$ cat config.mk
export PLATFORM = sky130hd
export DESIGN_NAME = uart_tx_frame
export DESIGN_NICKNAME = d
export VERILOG_FILES = /design/src/rtl/uart_tx_frame.sv
export SDC_FILE = /design/constraint.sdc
export NUM_CORES = 1
export LEC_CHECK = 0
export BUFFER_PORTS_ARGS = -buffer_cell sky130_fd_sc_hd__buf_2
export CAP_MARGIN = 20
export CORE_MARGIN = 2
export CORE_UTILIZATION = 45
export CTS_BUF_LIST = sky130_fd_sc_hd__clkbuf_4 sky130_fd_sc_hd__clkbuf_8
export DETAILED_ROUTE_END_ITERATION = 16
export PLACE_DENSITY = 0.68
export SYNTH_ARGS = -nofsm -noshare
export SYNTH_HDL_FRONTEND = slang
export SYNTH_SLANG_ARGS = --single-unit
$ cat constraint.sdc
create_clock -name iTX_BAUD_clk -period 2.1 [get_ports iTX_BAUD_clk]
set_input_delay 0.21 -clock iTX_BAUD_clk [delete_from_list [all_inputs] [get_ports iTX_BAUD_clk]]
set_output_delay 0.21 -clock iTX_BAUD_clk [all_outputs]
set_load 0.01 [all_outputs]
$ cat src/rtl/uart_tx_frame.sv
// rtl/uart_tx_frame.sv - UART TX serializer on the baud clock; parity built only with UART_TX_PARITY_EN
// Frames: start, DATA_W bits LSB-first, optional parity, STOP_BITS stops; back-to-back on valid/ready.
module uart_tx_frame #(
    parameter int DATA_W     = 8,
    parameter int STOP_BITS  = 1,
    parameter int PARITY_ODD = 0
) (
    input  logic              iTX_BAUD_clk,
    input  logic              reset,
    input  logic              iTX_VALID,
    input  logic [DATA_W-1:0] iTX_DATA,
    output logic              oTX_READY,
    output logic              oTX_DATA,
    output logic              oTX_BUSY,
    output logic              oTX_DONE
);
    localparam int CNT_W = $clog2(DATA_W);

    if (DATA_W < 5 || DATA_W > 9) begin : g_bad_data_w
        $error("uart_tx_frame: DATA_W must be 5..9");
    end
    if (STOP_BITS != 1 && STOP_BITS != 2) begin : g_bad_stop_bits
        $error("uart_tx_frame: STOP_BITS must be 1 or 2");
    end
    if (PARITY_ODD != 0 && PARITY_ODD != 1) begin : g_bad_parity_odd
        $error("uart_tx_frame: PARITY_ODD must be 0 or 1");
    end

`ifdef UART_TX_PARITY_EN
    typedef enum logic [2:0] {
        S_IDLE   = 3'd0,
        S_START  = 3'd1,
        S_DATA   = 3'd2,
        S_PARITY = 3'd3,
        S_STOP   = 3'd4
    } state_t;
`else
    typedef enum logic [2:0] {
        S_IDLE  = 3'd0,
        S_START = 3'd1,
        S_DATA  = 3'd2,
        S_STOP  = 3'd4
    } state_t;
`endif

    state_t             state_q, state_d;
    logic [CNT_W-1:0]   cnt_q, cnt_d;
    logic [DATA_W-1:0]  shift_q, shift_d;
    logic               line_q, line_d;
    logic               busy_q, busy_d;
    logic               done_q, done_d;
`ifdef UART_TX_PARITY_EN
    logic               parity_q, parity_d;
`endif

    logic last_data;
    logic last_stop;
    logic accept;

    // The state names what is on the line right now, so readiness follows the last stop period.
    assign last_data = (cnt_q == CNT_W'(DATA_W - 1));
    assign last_stop = (state_q == S_STOP) && (cnt_q == CNT_W'(STOP_BITS - 1));
    assign oTX_READY = (state_q == S_IDLE) || last_stop;
    assign accept    = iTX_VALID && oTX_READY;

    assign oTX_DATA = line_q;
    assign oTX_BUSY = busy_q;
    assign oTX_DONE = done_q;

    always_ff @(posedge iTX_BAUD_clk or negedge reset) begin
        if (!reset) begin
            state_q  <= S_IDLE;
            cnt_q    <= '0;
            shift_q  <= '0;
            line_q   <= 1'b1;
            busy_q   <= 1'b0;
            done_q   <= 1'b0;
`ifdef UART_TX_PARITY_EN
            parity_q <= 1'b0;
`endif
        end else begin
            state_q  <= state_d;
            cnt_q    <= cnt_d;
            shift_q  <= shift_d;
            line_q   <= line_d;
            busy_q   <= busy_d;
            done_q   <= done_d;
`ifdef UART_TX_PARITY_EN
            parity_q <= parity_d;
`endif
        end
    end

    always_comb begin
        state_d  = state_q;
        cnt_d    = cnt_q;
        shift_d  = shift_q;
        line_d   = line_q;
        busy_d   = busy_q;
        done_d   = 1'b0;
`ifdef UART_TX_PARITY_EN
        parity_d = parity_q;
`endif
        case (state_q)
            S_IDLE: begin
                line_d = 1'b1;
                busy_d = 1'b0;
            end
            S_START: begin
                line_d  = shift_q[0];
                shift_d = shift_q >> 1;
                cnt_d   = '0;
                state_d = S_DATA;
            end
            S_DATA: begin
                if (last_data) begin
`ifdef UART_TX_PARITY_EN
                    line_d  = parity_q;
                    state_d = S_PARITY;
`else
                    line_d  = 1'b1;
                    cnt_d   = '0;
                    done_d  = (STOP_BITS == 1);
                    state_d = S_STOP;
`endif
                end else begin
                    line_d  = shift_q[0];
                    shift_d = shift_q >> 1;
                    cnt_d   = cnt_q + CNT_W'(1);
                end
            end
`ifdef UART_TX_PARITY_EN
            S_PARITY: begin
                line_d  = 1'b1;
                cnt_d   = '0;
                done_d  = (STOP_BITS == 1);
                state_d = S_STOP;
            end
`endif
            S_STOP: begin
                line_d = 1'b1;
                if (last_stop) begin
                    state_d = S_IDLE;
                    busy_d  = 1'b0;
                end else begin
                    cnt_d  = cnt_q + CNT_W'(1);
                    done_d = ((cnt_q + CNT_W'(1)) == CNT_W'(STOP_BITS - 1));
                end
            end
            default: begin
                state_d = S_IDLE;
                cnt_d   = '0;
                line_d  = 1'b1;
                busy_d  = 1'b0;
            end
        endcase

        // Acceptance overrides the end-of-frame path so the next start bit follows with no gap.
        if (accept) begin
            state_d  = S_START;
            shift_d  = iTX_DATA;
            cnt_d    = '0;
            line_d   = 1'b0;
            busy_d   = 1'b1;
            done_d   = 1'b0;
`ifdef UART_TX_PARITY_EN
            parity_d = (^iTX_DATA) ^ 1'(PARITY_ODD);
`endif
        end
    end
endmodule

Yosys cells after proc, flatten, opt, wreduce, memory -nomap -nowiden
Index checks and enable logic that the tools add are counted.
{ "word_totals": {"in_bits": 11, "ram_bits": 0, "latchBits": 0, "romBits": 0, "out_inout_bits": 4, "n_memories": 0, "wordCells": 50, "register_bits": 17} }
{ "classes": {"add_sub_neg": 1, "n_mul": 0, "n_div": 0, "eq_ne": 10, "n_mux": 21, "n_reduce_logical": 12, "magnitude_cmp": 0, "shifts": 0, "bitwise": 0} }
{ "ops": {"columns": ["op", "n"], "rows": [
  ["$mux 3", 6],
  ["$mux 8", 2],
  ["$pmux 8 s2", 1],
  ["$ne 3x3->1 const B", 4],
  ["$pmux 3 s4", 1],
  ["$logic_not 3->1", 3],
  ["$pmux 3 s3", 1],
  ["$mux 1", 7],
  ["$eq 3x3->1 const B", 2],
  ["$pmux 1 s2", 3],
  ["$reduce_and 2->1", 3],
  ["$add 3x1->3 const B", 1],
  ["$eq 3x1->1 const B", 1],
  ["$eq 3x2->1 const B", 1],
  ["$reduce_and 3->1", 1],
  ["$reduce_bool 3->1", 1],
  ["$logic_and 1x1->1", 2],
  ["$ne 2x1->1 const B", 1],
  ["$ne 2x2->1 const B", 1],
  ["$reduce_or 2->1", 1],
  ["$logic_or 1x1->1", 1]
]} }

Longest topological paths before layout
{ "logic_depth": {"word_depth": 6, "mapped_depth": 7, "mapped_depth_nobuf": 5} }

Least setup slack after synthesis
OpenSTA, ideal clock, no wires.
{ "synth_timing": {"path_type": "register to register", "startpoint": "register cnt_q[0]", "endpoint": "register shift_q[7]", "slack_ns": 0.152, "period_less_slack_ns": 1.948, "path_buffers": 1, "stages_incl_launch_ff": 7, "setup_time_ns": 0.125, "t_required_ns": 1.975, "arrival_time_ns": 1.824, "path_cell_list": "dfrtp_1 > ha_1 > ha_1 > or4b_1 > buf_6 > and3_1 > mux2_2"} }
{ "synth_via": {"elab_chain_len": 6, "elab_cells_between_ends": 9, "cone_classes": "eq/ne (2); mux (1); reduce/logical (6)"} }
{ "synth_rtl": {"columns": ["element", "line_no", "source"], "rows": [
  ["from (decl)", "47", "logic [CNT_W-1:0] cnt_q, cnt_d;"],
  ["from (signal assigned)", "83", "cnt_q <= cnt_d;"],
  ["$logic_not 3->1", "62", "assign last_stop = (state_q == S_STOP) && (cnt_q == CNT_W'(STOP_BITS - 1));"],
  ["$logic_and 1x1->1", "62", null],
  ["$logic_or 1x1->1", "63", "assign oTX_READY = (state_q == S_IDLE) || last_stop;"],
  ["$logic_and 1x1->1", "64", "assign accept = iTX_VALID && oTX_READY;"],
  ["$ne 3x3->1 (no line) / $reduce_bool 3->1 (equally long branches)", null, null],
  ["$reduce_and 2->1 (no line)", null, null],
  ["to (signal assigned)", "84", "shift_q <= shift_d;"],
  ["to (decl)", "48", "logic [DATA_W-1:0] shift_q, shift_d;"]
]} }
Several ways; a longest one is shown, not always the timed one.
A chain may end at the register's enable or synchronous reset.

Worst setup path in the final report
{ "layout_timing": {"startpoint": "register cnt_q[1]", "endpoint": "register shift_q[3]"} }
Same word-level chain as after synthesis.

==> results by group <==
Layout
  • Post-Layout Inst Area: 0.00112 mm^2
  • Layout cell share with drive strength beyond 1: 29.8%
  • Area Overhead vs Synth: 13.3%
  • Fill cell count: 199
  • Ant diodes: 0
  • Fin nets: 130

Placed design
  • Detailed Place HPWL: 1510 um
  • Post-DP Area: 0.00107 mm^2
  • Gpl congestion: 0.823
  • IO Port Bufs: 14

Global route
  • Vias in the first global route: 755
  • Gr usage total: 18.2%
  • Largest net degree at the start of global routing: 18
  • First-pass GRT wire length: 3500 um
  • Initial antenna violation count: 0
  • Remaining Overflow, GRT: 0

Timing
  • Setup TNS Final: 0 ns
  • Slew margin rel.: 56.4%
  • Worst Skew: 0.00118 ns
  • Unrepaired setup endpoints after global routing: no
  • Final hold vios: 0
  • Tcrit/Tclk final: 94.5%
  • Slew @ Worst Pin: 0.638 ns
  • Fmax: 0.504 GHz
  • Max-slew violations: 0
  • Final number of setup-violating endpoints: 0
  • WHS: 0.102 ns
  • Min Clock Period, post-route: 1.98 ns

Die
  • Die Area: 0.00258 mm^2
  • Core area: 0.00202 mm^2
  • Row count: 16
  • Initial Utilization: 48.8%
  • Die W: 50.8 um
  • Die height: 50.8 um
  • I/O pin total: 15

Clock tree
  • Reg clk slew, reported paths: 0.09 ns
  • Number of H-tree levels: 1
  • CTS Sinks: 17
  • CTS tree: yes
  • Clk_lat worst skew: 0.28 ns
  • Num CTS Buffers: 3
  • Longest Clk Path Bufs: 2
  • CTS root buf: clkbuf_4

Detailed routing
  • Post-DRT Antenna Nets: 0
  • Routed wire per std cell: 14.2 um
  • Drt first-iter violations: 27
  • DRT Wirelength: 2000 um
  • Routed vias: 801
  • DRC viols: 0
  • Pre-antenna DRT Iters: 6
  • DR vias/cell: 5.68

Yosys
  • Post-synth EDFFs: 0
  • Seq/Total Area, Yosys: 43.3%
  • Syn Inst Count: 98
  • Seq cells post-synth: 17
  • Most frequent cell after synthesis: dfrtp_1
  • Syn_nets: 113
  • Leading area contributor after synthesis: dfrtp_1
  • Post-synth ARST share: 100%
  • Post-synth top area share: 40.6%
  • Ys flop type: dfrtp_1
  • Post-Syn Area per Cell: 10.1 um^2
  • Synthesized area: 986 um^2
  • Synthesis warning total: 0
  • Commonest cells post-synth: 16 x dfrtp_1, 10 x nand3_1, 7 x a2111oi_0, 7 x a31oi_1, 7 x inv_1
  • Distinct cells, synth: 32
  • Synth area leaders: dfrtp_1 41%, a2111oi_0 6.2%, a21bo_2 6.1%

Power
  • Max IR drop VDD: 0.597 mV
  • PwrDens: 1280 mW/mm^2
  • Leakage: 0.514 nW

Worst setup path
  • Startpoint types: register
  • WS Path Type: reg -> reg
  • Critical path capture point type: register
  • Reg2reg start: cnt_q[1]
  • Register-to-Register Path Depth: 6
  • CP Max Fanout: 8
  • CP arrival: 2.19 ns
  • Setup crit start: cnt_q[1]
  • Flop-to-flop setup slack: 0.12 ns
  • FF-to-FF End: shift_q[3]
  • Worst EP required: 2.31 ns

Job
  • Max_cap viols: 0

Min path
  • Min-Delay Endpoint: oTX_DATA
  • Worst Hold Class: in -> reg
  • Hold path start: iTX_VALID
  • Hold path depth: 2

Status
  • Status: completed
==> where the power goes <==
group          total (mW)  internal, mW  leakage [nW]  switching [mW]
Combinational       0.691         0.330         0.284           0.361
Sequential          0.560         0.465         0.211          0.0946
Clock               0.180        0.0867        0.0184          0.0929
Total                1.43         0.882         0.514           0.549
==> layout make-up <==
| cell class | count | area (um^2) | area share, % |
|---|---|---|---|
| Timing Repair Buffer | 21 | 125 | 11.2 |
| Multi-Input combinational cell | 64 | 472 | 42.2 |
| Tap cell | 27 | 33.8 | 3.02 |
| Clock buffer | 4 | 30.0 | 2.69 |
| Sequential cell | 17 | 427 | 38.2 |
| Inverter | 8 | 30.0 | 2.69 |
==> flip-flops by register name (all words and copies together), names as in the netlist <==
name and cells:
oTX_DATA 1, cnt_q 3, state_q 3, shift_q 8, oTX_BUSY 1, oTX_DONE 1
==> cell usage in the layout (no fill, tap or decap), types with 2 or more instances in the layout <==
master	netlist	final
a31oi_1	7	7
a2111oi_0	7	7
nor2b_1	2	2
clkbuf_4	0	4
nand2_1	2	2
buf_2	1	14
inv_1	7	7
o21ai_0	2	2
o31ai_1	2	2
a21oi_1	6	6
nand3_1	10	10
xor2_1	2	2
ha_1	4	4
buf_4	0	6
a21bo_2	6	6
dfrtp_1	16	16
o2111ai_1	2	2
==> per-layer routing <==
metal | GRT usage (%) | part of all wire, % | vias to the layer above
li1 | - | - | 398
met1 | 23.1 | 46 | 384
met2 | 30.5 | 49 | 17
met3 | 5.56 | 5.0 | 2
met4 | 4.05 | 0.65 | 0
met5 | 0 | 0 | -
==> per-stage QoR <==
stage | power (mW) | util, % | setup slack [ns] | std cells
floorplan | 1.11 | - | 0.152 | 98
global placement | 1.22 | 53.1 | 0.0964 | 136
detailed placement | 1.25 | 53.1 | 0.0602 | 136
CTS | 1.43 | 55.1 | 0.0443 | 141
global route | 1.55 | 55.3 | 0.00160 | 141
finish | 1.43 | 55.3 | 0.115 | 141
==> logic make-up (layout without fill, tap and decap cells) <==
group | Yosys count | in the layout | synth area share (%)
compound gates | 35 | 35 | 26.8
simple gates | 22 | 22 | 12.7
flops | 17 | 17 | 43.3
buf+inv | 17 | 33 | 9.26
fa+ha+maj | 4 | 4 | 5.08
xor+xnor | 2 | 2 | 1.78
mux | 1 | 1 | 1.14
==> worst max path at each step <==
stage | depth (start not counted) | slack (ns) | to
floorplan | 6 | 0.15 | shift_q[7]
global placement | 6 | 0.1 | shift_q[2]
detailed placement | 6 | 0.06 | shift_q[3]
CTS | 6 | 0.04 | shift_q[3]
global route | 6 | 0.002 | oTX_READY
finish | 6 | 0.12 | shift_q[3]
==> worst max-delay path, cell delays in order, from the launching register on <==
cell	delay [ns]
dfrtp_1	0.40
ha_1	0.21
ha_1	0.22
or4b_4	0.53
buf_4	0.19
a21bo_2	0.21
a31oi_1	0.16
==> what timing repair did <==
item	4_1_cts	5_1_grt
resized for setup	0	1
setup buffers	0	0
setup endpoints to repair	0	5
hold buffers	1	0
hold endpoints to repair	16	0
(Power assumes the default switching activity.)
